File: config.mk
export PLATFORM = sky130hd
export DESIGN_NAME = mem_arbiter
export DESIGN_NICKNAME = d
export VERILOG_FILES = /design/src/rtl/cpu_types_pkg.sv /design/src/rtl/arb_starve_ctr.sv /design/src/rtl/mem_arbiter.sv
export SDC_FILE = /design/constraint.sdc
export NUM_CORES = 1
export LEC_CHECK = 0
export CAP_MARGIN = 25
export CORE_ASPECT_RATIO = 1.2
export CORE_MARGIN = 3
export CORE_UTILIZATION = 45
export CTS_CLUSTER_DIAMETER = 120
export DETAILED_ROUTE_END_ITERATION = 7
export PLACE_DENSITY = 0.95
export SLEW_MARGIN = 0
export SYNTH_ARGS = -nofsm -noshare
export SYNTH_HDL_FRONTEND = slang
export SYNTH_SLANG_ARGS = --single-unit
File: constraint.sdc
create_clock -name CLK -period 2.7 [get_ports CLK]
set_input_delay 0.54 -clock CLK [delete_from_list [all_inputs] [get_ports CLK]]
set_output_delay 0.54 -clock CLK [all_outputs]
set_load 0.05 [all_outputs]
File: src/rtl/cpu_types_pkg.sv
// rtl/cpu_types_pkg.sv - shared types for the cache-to-RAM memory arbiter
//
// Purpose: RAM handshake states, arbiter FSM states and the latched
//          request record shared by mem_arbiter and its testbench.
// Ports:   none (package).
package cpu_types_pkg;

    typedef logic [31:0] word_t;

    typedef enum logic [1:0] {
        FREE   = 2'd0,
        BUSY   = 2'd1,
        ACCESS = 2'd2,
        ERROR  = 2'd3
    } ramstate_t;

    typedef enum logic [1:0] {
        IDLE   = 2'd0,
        ISERVE = 2'd1,
        DSERVE = 2'd2
    } arb_state_t;

    typedef enum logic {
        OP_READ  = 1'b0,
        OP_WRITE = 1'b1
    } arb_op_t;

    typedef struct packed {
        arb_op_t op;
        word_t   addr;
        word_t   data;
    } arb_req_t;

endpackage

File: src/rtl/arb_starve_ctr.sv
// rtl/arb_starve_ctr.sv - saturating icache starvation counter
//
// Purpose: counts dcache grants made while an icache fetch is pending.
// Ports:   clk_i, rst_ni (async active-low), inc_i (count up, saturating),
//          clr_i (clear, wins over inc_i), cnt_o (current count),
//          sat_o (count has reached STARVE_LIMIT).
module arb_starve_ctr #(
    parameter int STARVE_LIMIT = 4,
    parameter int CW           = $clog2(STARVE_LIMIT + 1)
) (
    input  logic          clk_i,
    input  logic          rst_ni,
    input  logic          inc_i,
    input  logic          clr_i,
    output logic [CW-1:0] cnt_o,
    output logic          sat_o
);

    logic [CW-1:0] cnt_q, cnt_d;

    assign sat_o = (cnt_q == CW'(STARVE_LIMIT));
    assign cnt_o = cnt_q;

    always_comb begin
        cnt_d = cnt_q;
        if (clr_i) begin
            cnt_d = '0;
        end else if (inc_i && !sat_o) begin
            cnt_d = cnt_q + CW'(1);
        end
    end

    always_ff @(posedge clk_i or negedge rst_ni) begin
        if (!rst_ni) begin
            cnt_q <= '0;
        end else begin
            cnt_q <= cnt_d;
        end
    end

endmodule

File: src/rtl/mem_arbiter.sv
// rtl/mem_arbiter.sv - icache/dcache arbiter onto a single-port RAM
//
// Purpose: serves icache reads and dcache reads/writes one at a time on a
//          variable-latency RAM; dcache has priority unless an icache fetch
//          has waited through STARVE_LIMIT dcache grants.
// Ports:   CLK, nRST (async active-low);
//          icache: iREN, iaddr -> iwait, iload;
//          dcache: dREN, dWEN, daddr, dstore -> dwait, dload;
//          RAM:    ramREN, ramWEN, ramaddr, ramstore <- ramload, ramstate;
//          ram_err: sticky flag for any ERROR completion.
module mem_arbiter
    import cpu_types_pkg::*;
#(
    parameter int ADDR_W       = 32,
    parameter int DATA_W       = 32,
    parameter int STARVE_LIMIT = 4
) (
    input  logic              CLK,
    input  logic              nRST,
    input  logic              iREN,
    input  logic [ADDR_W-1:0] iaddr,
    output logic              iwait,
    output logic [DATA_W-1:0] iload,
    input  logic              dREN,
    input  logic              dWEN,
    input  logic [ADDR_W-1:0] daddr,
    input  logic [DATA_W-1:0] dstore,
    output logic              dwait,
    output logic [DATA_W-1:0] dload,
    output logic              ramREN,
    output logic              ramWEN,
    output logic [ADDR_W-1:0] ramaddr,
    output logic [DATA_W-1:0] ramstore,
    input  logic [DATA_W-1:0] ramload,
    input  logic [1:0]        ramstate,
    output logic              ram_err
);

    localparam int CW = $clog2(STARVE_LIMIT + 1);

    arb_state_t        state_q, state_d;
    arb_req_t          req_q, req_d;
    logic              ram_err_q, ram_err_d;
    logic [DATA_W-1:0] iload_q, iload_d;
    logic [DATA_W-1:0] dload_q, dload_d;
    logic [DATA_W-1:0] load_val;
    logic              d_req, grant_i, grant_d, starve_sat, active;
    logic [CW-1:0]     starve_cnt;
    ramstate_t         rs;

    assign rs    = ramstate_t'(ramstate);
    assign d_req = dREN | dWEN;

    // Grants are only made from IDLE; a saturated starve count lets a
    // pending fetch jump ahead of the dcache.
    assign grant_i = (state_q == IDLE) && iREN && (!d_req || starve_sat);
    assign grant_d = (state_q == IDLE) && d_req && !grant_i;

    arb_starve_ctr #(
        .STARVE_LIMIT (STARVE_LIMIT),
        .CW           (CW)
    ) u_starve (
        .clk_i  (CLK),
        .rst_ni (nRST),
        .inc_i  (grant_d && iREN),
        .clr_i  (grant_i || (grant_d && !iREN)),
        .cnt_o  (starve_cnt),
        .sat_o  (starve_sat)
    );

    always_comb begin
        state_d   = state_q;
        req_d     = req_q;
        ram_err_d = ram_err_q;
        iwait     = 1'b1;
        dwait     = 1'b1;
        ramREN    = 1'b0;
        ramWEN    = 1'b0;
        ramaddr   = '0;
        ramstore  = '0;
        load_val  = '0;
        active    = 1'b0;

        case (state_q)
            IDLE: begin
                if (grant_i) begin
                    state_d    = ISERVE;
                    req_d.op   = OP_READ;
                    req_d.addr = word_t'(iaddr);
                    req_d.data = '0;
                end else if (grant_d) begin
                    state_d    = DSERVE;
                    req_d.op   = dWEN ? OP_WRITE : OP_READ;
                    req_d.addr = word_t'(daddr);
                    req_d.data = word_t'(dstore);
                end
            end
            ISERVE, DSERVE: begin
                // The requester must keep its own request line up; dropping
                // it abandons the service without a completion.
                if (state_q == ISERVE) begin
                    active = iREN;
                end else begin
                    active = (req_q.op == OP_WRITE) ? dWEN : dREN;
                end

                if (!active) begin
                    state_d = IDLE;
                end else begin
                    ramaddr  = req_q.addr[ADDR_W-1:0];
                    ramstore = req_q.data[DATA_W-1:0];
                    ramREN   = (req_q.op == OP_READ);
                    ramWEN   = (req_q.op == OP_WRITE);
                    if (rs == ACCESS || rs == ERROR) begin
                        state_d = IDLE;
                        if (rs == ACCESS && req_q.op == OP_READ) begin
                            load_val = ramload;
                        end
                        if (rs == ERROR) begin
                            ram_err_d = 1'b1;
                        end
                        if (state_q == ISERVE) begin
                            iwait = 1'b0;
                        end else begin
                            dwait = 1'b0;
                        end
                    end
                end
            end
            default: state_d = IDLE;
        endcase

        iload_d = iwait ? iload_q : load_val;
        dload_d = dwait ? dload_q : load_val;
    end

    // Load outputs are live during completion and hold the registered
    // copy of the last completion otherwise.
    assign iload   = iload_d;
    assign dload   = dload_d;
    assign ram_err = ram_err_q;

    always_ff @(posedge CLK or negedge nRST) begin
        if (!nRST) begin
            state_q   <= IDLE;
            req_q     <= '0;
            ram_err_q <= 1'b0;
            iload_q   <= '0;
            dload_q   <= '0;
        end else begin
            state_q   <= state_d;
            req_q     <= req_d;
            ram_err_q <= ram_err_d;
            iload_q   <= iload_d;
            dload_q   <= dload_d;
        end
    end

endmodule

==> results of run 1 <==
## what timing repair did
| action | in CTS |
|---|---|
| endpoints found under the setup margin | 131 |
| setup buffers | 12 |
| gates resized for setup | 113 |
| cloned | 6 |
| pin swaps | 22 |
## kinds of logic after synthesis
family / count (synthesis) / synth area share [%]
flops: 135 / 57.25
fa+ha+maj: 4 / 0.8482
buf+inv: 52 / 4.644
mux: 3 / 0.5301
compound gates: 169 / 17.92
simple gates: 244 / 18.81
## stage by stage
stage | area (um2) | hold WS (ns) | TNS [ns] | util, % | setup WS (ns)
floorplan | 5909 | 0.2444 | -0.6808 | - | -0.3160
global placement | 10170 | 0.4568 | -8.850 | 79.92 | -0.1983
detailed placement | 10170 | 0.4589 | -13.24 | 79.92 | -0.2822
CTS | 11530 | 0.07031 | -8.494 | 90.59 | -0.1531
==> impl_metrics.json, run 1 <==
{
  "synthTopCellsByCount": "dfrtp_1 (135), nand2_1 (132), a21oi_1 (65), and2_1 (65), o21ai_0 (48)",
  "syn-instance-count": 607,
  "num_rows": 45,
  "synth_edf_count": 0,
  "yosysMostFrequentCell": "dfrtp_1",
  "cts.path.max_buffers": 2,
  "stop_error": "[ERROR DPL-0038] Utilization greater than 100%, impossible to legalize",
  "synth_top_area_cell": "dfrtp_1",
  "synth_fp_nets": 746,
  "cts_buffers": 17,
  "netlist_area_um2": 5901,
  "lastStage": "5_1_grt",
  "htreeDepth": 4,
  "hpwl_mm": 15.10,
  "dieWidth_um": 110.5,
  "initial_core_util_pct": 46.37,
  "ys_warn_count": 0,
  "top_level_ports": 268,
  "ys_types": 32,
  "ys_seq_elements": 135,
  "grt_max_degree": 66,
  "die_h_um": 131.4,
  "gp_routability_congestion": 0.8249,
  "synth_flop_cell": "dfrtp_1",
  "hold_buffers": 0,
  "synth_area_per_cell_um2": 9.721,
  "worst_endpoint_kind": "output port",
  "root_buffer": "clkbuf_16",
  "status": "aborted with a tool error",
  "async_reset_ff_share_pct": 100.0,
  "cts_sinks": 135,
  "dp_cells": 1023,
  "yosysSeqAreaShare_pct": 57.25,
  "synth.area.top_cells": "dfrtp_1 (57%), nand2_1 (8.4%), and2_1 (6.9%)",
  "postGrtWorstEndpoint": "dload[25]",
  "netlist.area_leader.share_pct": 57.25,
  "portBuffers": 267
}
==> run 2, diff against run 1 <==
Settings changed: CORE_ASPECT_RATIO 1.2 to default, CORE_UTILIZATION 45 to 40, CTS_CLUSTER_DIAMETER 120 to default, PLACE_DENSITY 0.95 to default, PLACE_DENSITY_LB_ADDON from default to 0.15.
==> run 2 against run 1 <==
Effect of this change: the flow now finishes, with violations (setup timing); synthesized area stayed put; synthesized cell count unchanged.
==> impl_metrics.json, run 2 <==
{
  "largest_reg_flops": 65,
  "clock_skew_ns": 0.01409,
  "drive_gt1_share_pct": 49.23,
  "die_h_um": 127.5,
  "grt_antenna_before_repair": 0,
  "grt_pass1_vias": 6589,
  "tritoncts": "built",
  "setup_viol": 131,
  "grtUsageTotal_pct": 29.65,
  "ys_warn_count": 0,
  "relSlewSlack_pct": 40.44,
  "syn_to_final_growth_pct": 124.0,
  "cts_sinks": 135,
  "synth_top_area_cell": "dfrtp_1",
  "portBuffers": 267,
  "final_common_cell": "buf_12",
  "num_rows": 43,
  "die_area_um2": 16240,
  "root_buffer": "clkbuf_16",
  "cts.path.max_buffers": 2,
  "n_antenna_cell": 0,
  "vdd_drop_max_mv": 0.7923,
  "ant_nets": 0,
  "final_max_slew_viol_count": 0,
  "netlist_area_um2": 5901,
  "dieWidth_um": 127.5,
  "top_register": "req_q",
  "vias": 6864,
  "worstPathRequired_ns": 2.16,
  "cp-end-kind": "primary output",
  "violations": "setup timing",
  "holdWs_ns": 0.5015,
  "tightest_slew_ns": 0.8924,
  "synth_area_per_cell_um2": 9.721,
  "crit_fanout": 8,
  "cts_buffers": 17,
  "critPathBufInv": 6,
  "first_pass_iters": 5,
  "max_freq_mhz": 320.9,
  "cp_slowest_stage_delay_ns": 0.41,
  "placement.cell_area_um2": 10220,
  "combPwrFrac_pct": 62.0,
  "async_reset_ff_share_pct": 100.0,
  "critPathKind": "reg2out",
  "worstPathArrival_ns": 2.58,
  "nets": 1103,
  "synth_fp_nets": 746,
  "power.switching_w": 0.006431,
  "ys_seq_elements": 135,
  "pwr-share-seq_pct": 21.2,
  "clkLatencyLatePin_ns": 0.44,
  "status": "finished, violations left",
  "gp_routability_congestion": 0.7887,
  "p_per_area_nw_per_um2": 1136,
  "cap_violations": 0,
  "htreeDepth": 4,
  "setup_ws_ns": -0.4163,
  "drt-initial-drc-count": 617,
  "drc": 0,
  "p_leak_nw": 5.723,
  "p_int_w": 0.008577,
  "period_share_pct": 115.4,
  "synthTopCellsByCount": "dfrtp_1 (135), nand2_1 (132), a21oi_1 (65), and2_1 (65), o21ai_0 (48)",
  "top_level_ports": 268,
  "final_hold_viol_count": 0,
  "synth_flop_cell": "dfrtp_1",
  "top_regs": "req_q x65, dload_q x32, iload_q x32",
  "switching_share_pct": 42.85,
  "grt_max_degree": 69,
  "final_cell_mix": "buf_12 (138), dfrtp_1 (135), clkdlybuf4s50_1 (132)",
  "yosysMostFrequentCell": "dfrtp_1",
  "routed_via_density": 5.933,
  "syn-instance-count": 607,
  "final_area_um2": 13220,
  "fin_crit_ns": 3.116,
  "place_worst_setup_slack_ns": -0.3311,
  "rsz0062_at_grt": "true",
  "netlist.area_leader.share_pct": 57.25,
  "hold_class": "reg2reg",
  "synth.area.top_cells": "dfrtp_1 (57%), nand2_1 (8.4%), and2_1 (6.9%)",
  "initial_core_util_pct": 41.70,
  "hpwl_mm": 13.58,
  "power_frac_clock_pct": 16.8,
  "r2r_slack_ns": 0.43,
  "gr-total-overflow": 0,
  "core_area_um2": 14150,
  "drt-total-wl_mm": 33.09,
  "critical-path-slowest-cell": "dfrtp_1",
  "synth_edf_count": 0,
  "routedWlPerCell_um": 28.60,
  "ys_types": 32,
  "crit_family": "buffers and inverters",
  "yosysSeqAreaShare_pct": 57.25,
  "critPathLaunchType": "flip-flop",
  "path_cells": "inv_2 -> ha_4 -> nand2_4 -> buf_6 -> nor3_4 -> buf_6 -> buf_12 -> nand2_2 -> o21ai_1 -> buf_4 -> buf_12",
  "grt_pass1_wl_mm": 36.94,
  "clk_pin_slew_ns": 0.06
}
## run 2: cell counts after synthesis
No cell type changed its count.
## run 2: metal layers
metal,up-vias,share of wire [%],GRT usage [%]
li1,2754,-,-
met1,3423,35,32.23
met2,513,49,52.99
met3,174,8.6,8.863
met4,0,7.2,13.50
met5,-,0,0
## run 2: worst paths after layout
kind | from | end | cells after the start
max in group asynchronous | nRST | dload_q[24] | 3
worst max-delay path | state_q[0] | iload[31] | 11
worst max register to register | state_q[0] | iload_q[0] | 12
min in group asynchronous | nRST | iload_q[26] | 2
worst min-delay path | ram_err | ram_err | 1
worst min register to register | ram_err | ram_err | 1
## run 2: kinds of logic after synthesis
group           count (synthesis)  synth area share [%]
mux                             3                0.5301
simple gates                  244                 18.81
buf+inv                        52                 4.644
fa+ha+maj                       4                0.8482
compound gates                169                 17.92
flops                         135                 57.25
## run 2: layout make-up
class,instances,area [um2]
Timing Repair Buffer,383,5339
Multi-Input combinational cell,420,3628
Sequential cell,135,3378
Fill cell,392,934.6
Clock buffer,23,498.0
Tap cell,180,225.2
Clock inverter,9,120.1
Inverter,7,26.28
## run 2: metrics by stage
| stage | utilization (%) | instances | total power (W) | TNS (ns) |
|---|---|---|---|---|
| finish | 93.39 | 1157 | 0.01501 | -23.41 |
| global route | 93.39 | 1157 | 0.01538 | -28.30 |
| CTS | 83.77 | 1115 | 0.01323 | -5.839 |
| detailed placement | 72.24 | 1044 | 0.01002 | -11.65 |
| global placement | 72.14 | 1043 | 0.009820 | -10.83 |
| floorplan | - | 607 | 0.006701 | -0.6808 |
## run 2: what timing repair did
item | CTS | global route
setup buffers | 30 | 28
hold endpoints to repair | 26 | 0
gates cloned | 8 | 14
hold buffers | 1 | 0
pin swaps | 43 | 91
resized for setup | 135 | 192
setup endpoints to repair | 128 | 130
## run 2: worst register-to-register path, stage by stage, from the launching register on
cell,delay [ns]
dfrtp_1,0.41
inv_2,0.09
ha_4,0.31
nand2_4,0.06
buf_6,0.12
nor3_4,0.16
buf_6,0.15
buf_12,0.16
nand2_1,0.16
o21ai_2,0.25
buf_4,0.16
buf_4,0.10
buf_4,0.10
## run 2: power by group through the flow
| stage | logic [W] | clock network, W | registers (W) |
|---|---|---|---|
| floorplan | 0.00376 | 0 | 0.00294 |
| global placement | 0.00686 | 0 | 0.00296 |
| detailed placement | 0.00702 | 0 | 0.00300 |
| CTS | 0.00778 | 0.00245 | 0.00301 |
| global route | 0.00957 | 0.00259 | 0.00321 |
| finish | 0.00930 | 0.00253 | 0.00318 |
No activity file was read; power rests on OpenSTA's default activity.
==> run 3, diff against run 2 <==
--- a/config.mk
+++ b/config.mk
@@ -10,4 +10,5 @@
 export CORE_UTILIZATION = 40
 export DETAILED_ROUTE_END_ITERATION = 7
+export GPL_ROUTABILITY_DRIVEN = 0
 export PLACE_DENSITY_LB_ADDON = 0.15
 export SLEW_MARGIN = 0
==> constraint.sdc (replaced) <==
create_clock -name CLK -period 2.7 [get_ports CLK]
set_input_delay 0.81 -clock CLK [delete_from_list [all_inputs] [get_ports CLK]]
set_output_delay 0.81 -clock CLK [all_outputs]
set_load 0.05 [all_outputs]
==> run 3 against run 2 <==
Effect of this change: the flow now stops in 5_1_grt; synthesized area unchanged; synthesized cell count unchanged.
==> impl_metrics.json, run 3 <==
{
  "synth_edf_count": 0,
  "root_buffer": "clkbuf_16",
  "synth_top_area_cell": "dfrtp_1",
  "netlist_area_um2": 5901,
  "stop_error": "[ERROR DPL-0033] detailed placement checks failed during check placement.",
  "portBuffers": 267,
  "syn-instance-count": 607,
  "status": "aborted with a tool error",
  "postGrtWorstEndpoint": "dload[1]",
  "htreeDepth": 4,
  "ys_warn_count": 0,
  "cts_sinks": 135,
  "netlist.area_leader.share_pct": 57.25,
  "synthTopCellsByCount": "dfrtp_1 (135), nand2_1 (132), a21oi_1 (65), and2_1 (65), o21ai_0 (48)",
  "synth.area.top_cells": "dfrtp_1 (57%), nand2_1 (8.4%), and2_1 (6.9%)",
  "dp_cells": 1052,
  "num_rows": 43,
  "ys_types": 32,
  "die_h_um": 127.5,
  "grt_antenna_before_repair": 4,
  "worst_endpoint_kind": "output port",
  "lastStage": "5_1_grt",
  "cts_buffers": 17,
  "async_reset_ff_share_pct": 100.0,
  "grt_max_degree": 53,
  "ys_seq_elements": 135,
  "synth_flop_cell": "dfrtp_1",
  "synth_area_per_cell_um2": 9.721,
  "cts.path.max_buffers": 2,
  "dieWidth_um": 127.5,
  "top_level_ports": 268,
  "yosysSeqAreaShare_pct": 57.25,
  "yosysMostFrequentCell": "dfrtp_1",
  "synth_fp_nets": 746,
  "initial_core_util_pct": 41.70,
  "hpwl_mm": 14.47
}
run 3: cell counts after synthesis:
Identical to the previous run, type by type.
run 3: cells by family after synthesis:
kind of cell             count (synthesis)  synth area share, %
AO/OA/AOI/OAI                          169                17.92
adder cells (fa/ha/maj)                  4               0.8482
buffers and inverters                   52                4.644
flip-flops                             135                57.25
multiplexers                             3               0.5301
AND/OR/NAND/NOR                        244                18.81
run 3: timing repair:
item / in CTS
setup endpoints to repair: 132
pin swaps: 69
gates cloned: 15
gates resized for setup: 202
hold buffers: 0
buffers inserted: 43
run 3: per-stage QoR:
stage / cell area, um2 / setup slack (ns)
after global placement: 10980 / -0.5651
after CTS: 13090 / -0.4035
after floorplan: 6548 / -0.1927
after detailed placement: 10980 / -0.6068
==> edit: new RTL, flow settings as in run 2 <==
Reset style: synchronous (`nRST` and `rst_ni`), changed in 2 clocked blocks. Comments in the files are not updated.
--- a/src/rtl/arb_starve_ctr.sv
+++ b/src/rtl/arb_starve_ctr.sv
@@ -31,5 +31,5 @@
     end
 
-    always_ff @(posedge clk_i or negedge rst_ni) begin
+    always_ff @(posedge clk_i) begin
         if (!rst_ni) begin
             cnt_q <= '0;
--- a/src/rtl/mem_arbiter.sv
+++ b/src/rtl/mem_arbiter.sv
@@ -141,5 +141,5 @@
     assign ram_err = ram_err_q;
 
-    always_ff @(posedge CLK or negedge nRST) begin
+    always_ff @(posedge CLK) begin
         if (!nRST) begin
             state_q   <= IDLE;
Behaviour: differs if nRST is asserted again (counterexample within 4 cycles, from zero or initial values and one cycle with nRST low); with nRST held inactive, the same outputs for 4 cycles.
==> edit against run 2 <==
The flow still finishes with violations (setup timing); clock skew shrank 0.0075 ns; sequential share of layout area shrank 2.9 points; final cell count grew 15%; wire length shrank 28%; sequential cell count is the same; count of clock-buffer cells in the layout shrank 3; worst setup slack gained 0.39 ns; register-to-register slack gained 0.38 ns; critical path depth shrank 1; design area shrank 9.8%; synthesized area grew 7.1%; highest routed layer is now met5.
Power is not compared: it rests on default switching activity, and its combinational part moved more than twofold at a synthesized area within 25%.
==> edit: results (changes against run 2) <==
yosys:
  synth_fp_nets: 988  # +32%
  synth_area_leaders: "dfxtp_1 (43%), nand2_1 (16%), o21ai_0 (7.0%), and3_1 (6.4%), nand3_1 (5.5%)"
  syn_inst: 849  # +40%
  synthTopCellsByCount: "nand2_1 (263), dfxtp_1 (135), o21ai_0 (88)"
  ys.flop_type: "dfxtp_1"
  synth-seq-area-share: 0.428  # -0.145
  ys_async_sr_fraction: 0  # -1.00
  yosysWarnings: 0  # unchanged
  synth_cell_types: 35  # +9.4%
place:
  place.gp.congestion: 0.781  # -0.98%
  place_hpwl_um: 14500  # +6.4%
  place_ws_ns: -0.0636  # +0.267 ns
worst_setup_path:
  reg2reg_from: "state_q[0]$_SDFFE_PN0P_"
  rrSetupSlack_ns: 0.81  # +0.38 ns
  ff2ff_path_depth: 7  # -5
  slowest_stage: "dfxtp_2"
  max_stage_delay_ns: 0.35  # -0.06 ns
  startpoint: "state_q[1]$_SDFFE_PN0P_"
  arrival_ns: 2.19  # -0.39 ns
grt:
  grt_max_degree: 108  # +57%
  grt_pass1_vias: 6579  # -0.15%
  grtUsageTotal: 0.238  # -0.0589
  antenna_found_initial: 4  # +4
power:
  p_leak_nw: 4.89
sta:
  setup_slack_ns: -0.0260  # +0.390 ns
  setup_tns_ns: -0.128  # +23.28 ns
  max_slew.worst_pin.slew_ns: 0.550  # -0.343 ns
  finClkSkew_ns: 0.00655  # -0.00755 ns
  setup_viol: 16  # -88%
routing:
  drt_iter0_markers: 585  # -5.2%
  vias: 7066  # +2.9%
  viasPerCell: 5.29  # -11%
layout:
  drive_gt1_frac: 0.304  # -0.188
  final.fill_count: 1042  # +170%
  nets: 1248  # +13%
cts:
  clk-insertion-delay-late_ns: 0.41  # -0.03 ns
hold_path:
  min-delay-start: "req_q[3]$_SDFFE_PN0P_"
  holdPathStages: 2  # +1
run_status:
  violations: "setup timing"
  status: "complete, but fails checks"
## edit: changes by cell type after synthesis, moves of 65 or more
cell,run 2,this run
and3_1,0,65
dfrtp_1,135,0
dfxtp_1,0,135
nand2_1,132,263
nand3_1,2,69
## edit: layout make-up
| type | count | share of cell area |
|---|---|---|
| Antenna cell | 3 | 0.000630 |
| Clock buffer | 20 | 0.0383 |
| Clock inverter | 12 | 0.0126 |
| Inverter | 5 | 0.00241 |
| Multi-Input combinational cell | 628 | 0.320 |
| Sequential cell | 135 | 0.227 |
| Tap cell | 211 | 0.0221 |
| Timing Repair Buffer | 322 | 0.377 |
## edit: stage by stage
| step | power, mW | cell area [um^2] | utilization |
|---|---|---|---|
| after floorplan | 2.85 | 6360 | - |
| after global placement | 3.43 | 10200 | 0.667 |
| after detailed placement | 3.44 | 10200 | 0.667 |
| after CTS | 5.85 | 11100 | 0.725 |
| after global routing | 6.14 | 11900 | 0.779 |
| final | 5.91 | 11900 | 0.779 |
## edit: cell families after synthesis
family / Yosys count / share of synthesized area
simple gates: 416 / 0.297
compound gates: 202 / 0.188
flops: 135 / 0.428
buf+inv: 86 / 0.0693
mux: 4 / 0.00732
fa+ha+maj: 4 / 0.00792
xor+xnor: 2 / 0.00277
## edit: path summary, 6_finish.rpt
kind	endpoint
worst min-delay path	req_q[3]$_SDFFE_PN0P_
worst max-delay path	dload[10]
worst min register to register	req_q[3]$_SDFFE_PN0P_
worst max register to register	state_q[0]$_SDFFE_PN0P_
## edit: power by group through the flow
stage	clock [mW]	combinational (mW)	sequential (mW)
after floorplan	0	0.640	2.21
after global placement	0	1.19	2.23
after detailed placement	0	1.20	2.23
after CTS	2.40	1.25	2.19
after global routing	2.51	1.43	2.21
final	2.38	1.34	2.20
## edit: timing repair
action | in CTS | in global routing
cloned | 2 | 8
gates resized for setup | 47 | 164
setup endpoints to repair | 122 | 127
setup buffers | 7 | 5
pin swaps | 15 | 40
## edit: critical path, delay by kind of cell (launching register included)
family,cells,cell delay [ns]
buffers and inverters,5,0.64
adders and majority gates,1,0.29
DFF,1,0.35
and+or+nand+nor,4,0.49
## edit: layer usage
layer | vias to the layer above | share of wire | track usage
li1 | 3460 | - | -
met1 | 3324 | 0.40 | 0.294
met2 | 249 | 0.51 | 0.403
met3 | 31 | 0.065 | 0.0609
met4 | 2 | 0.020 | 0.0834
met5 | - | 0.00055 | 0
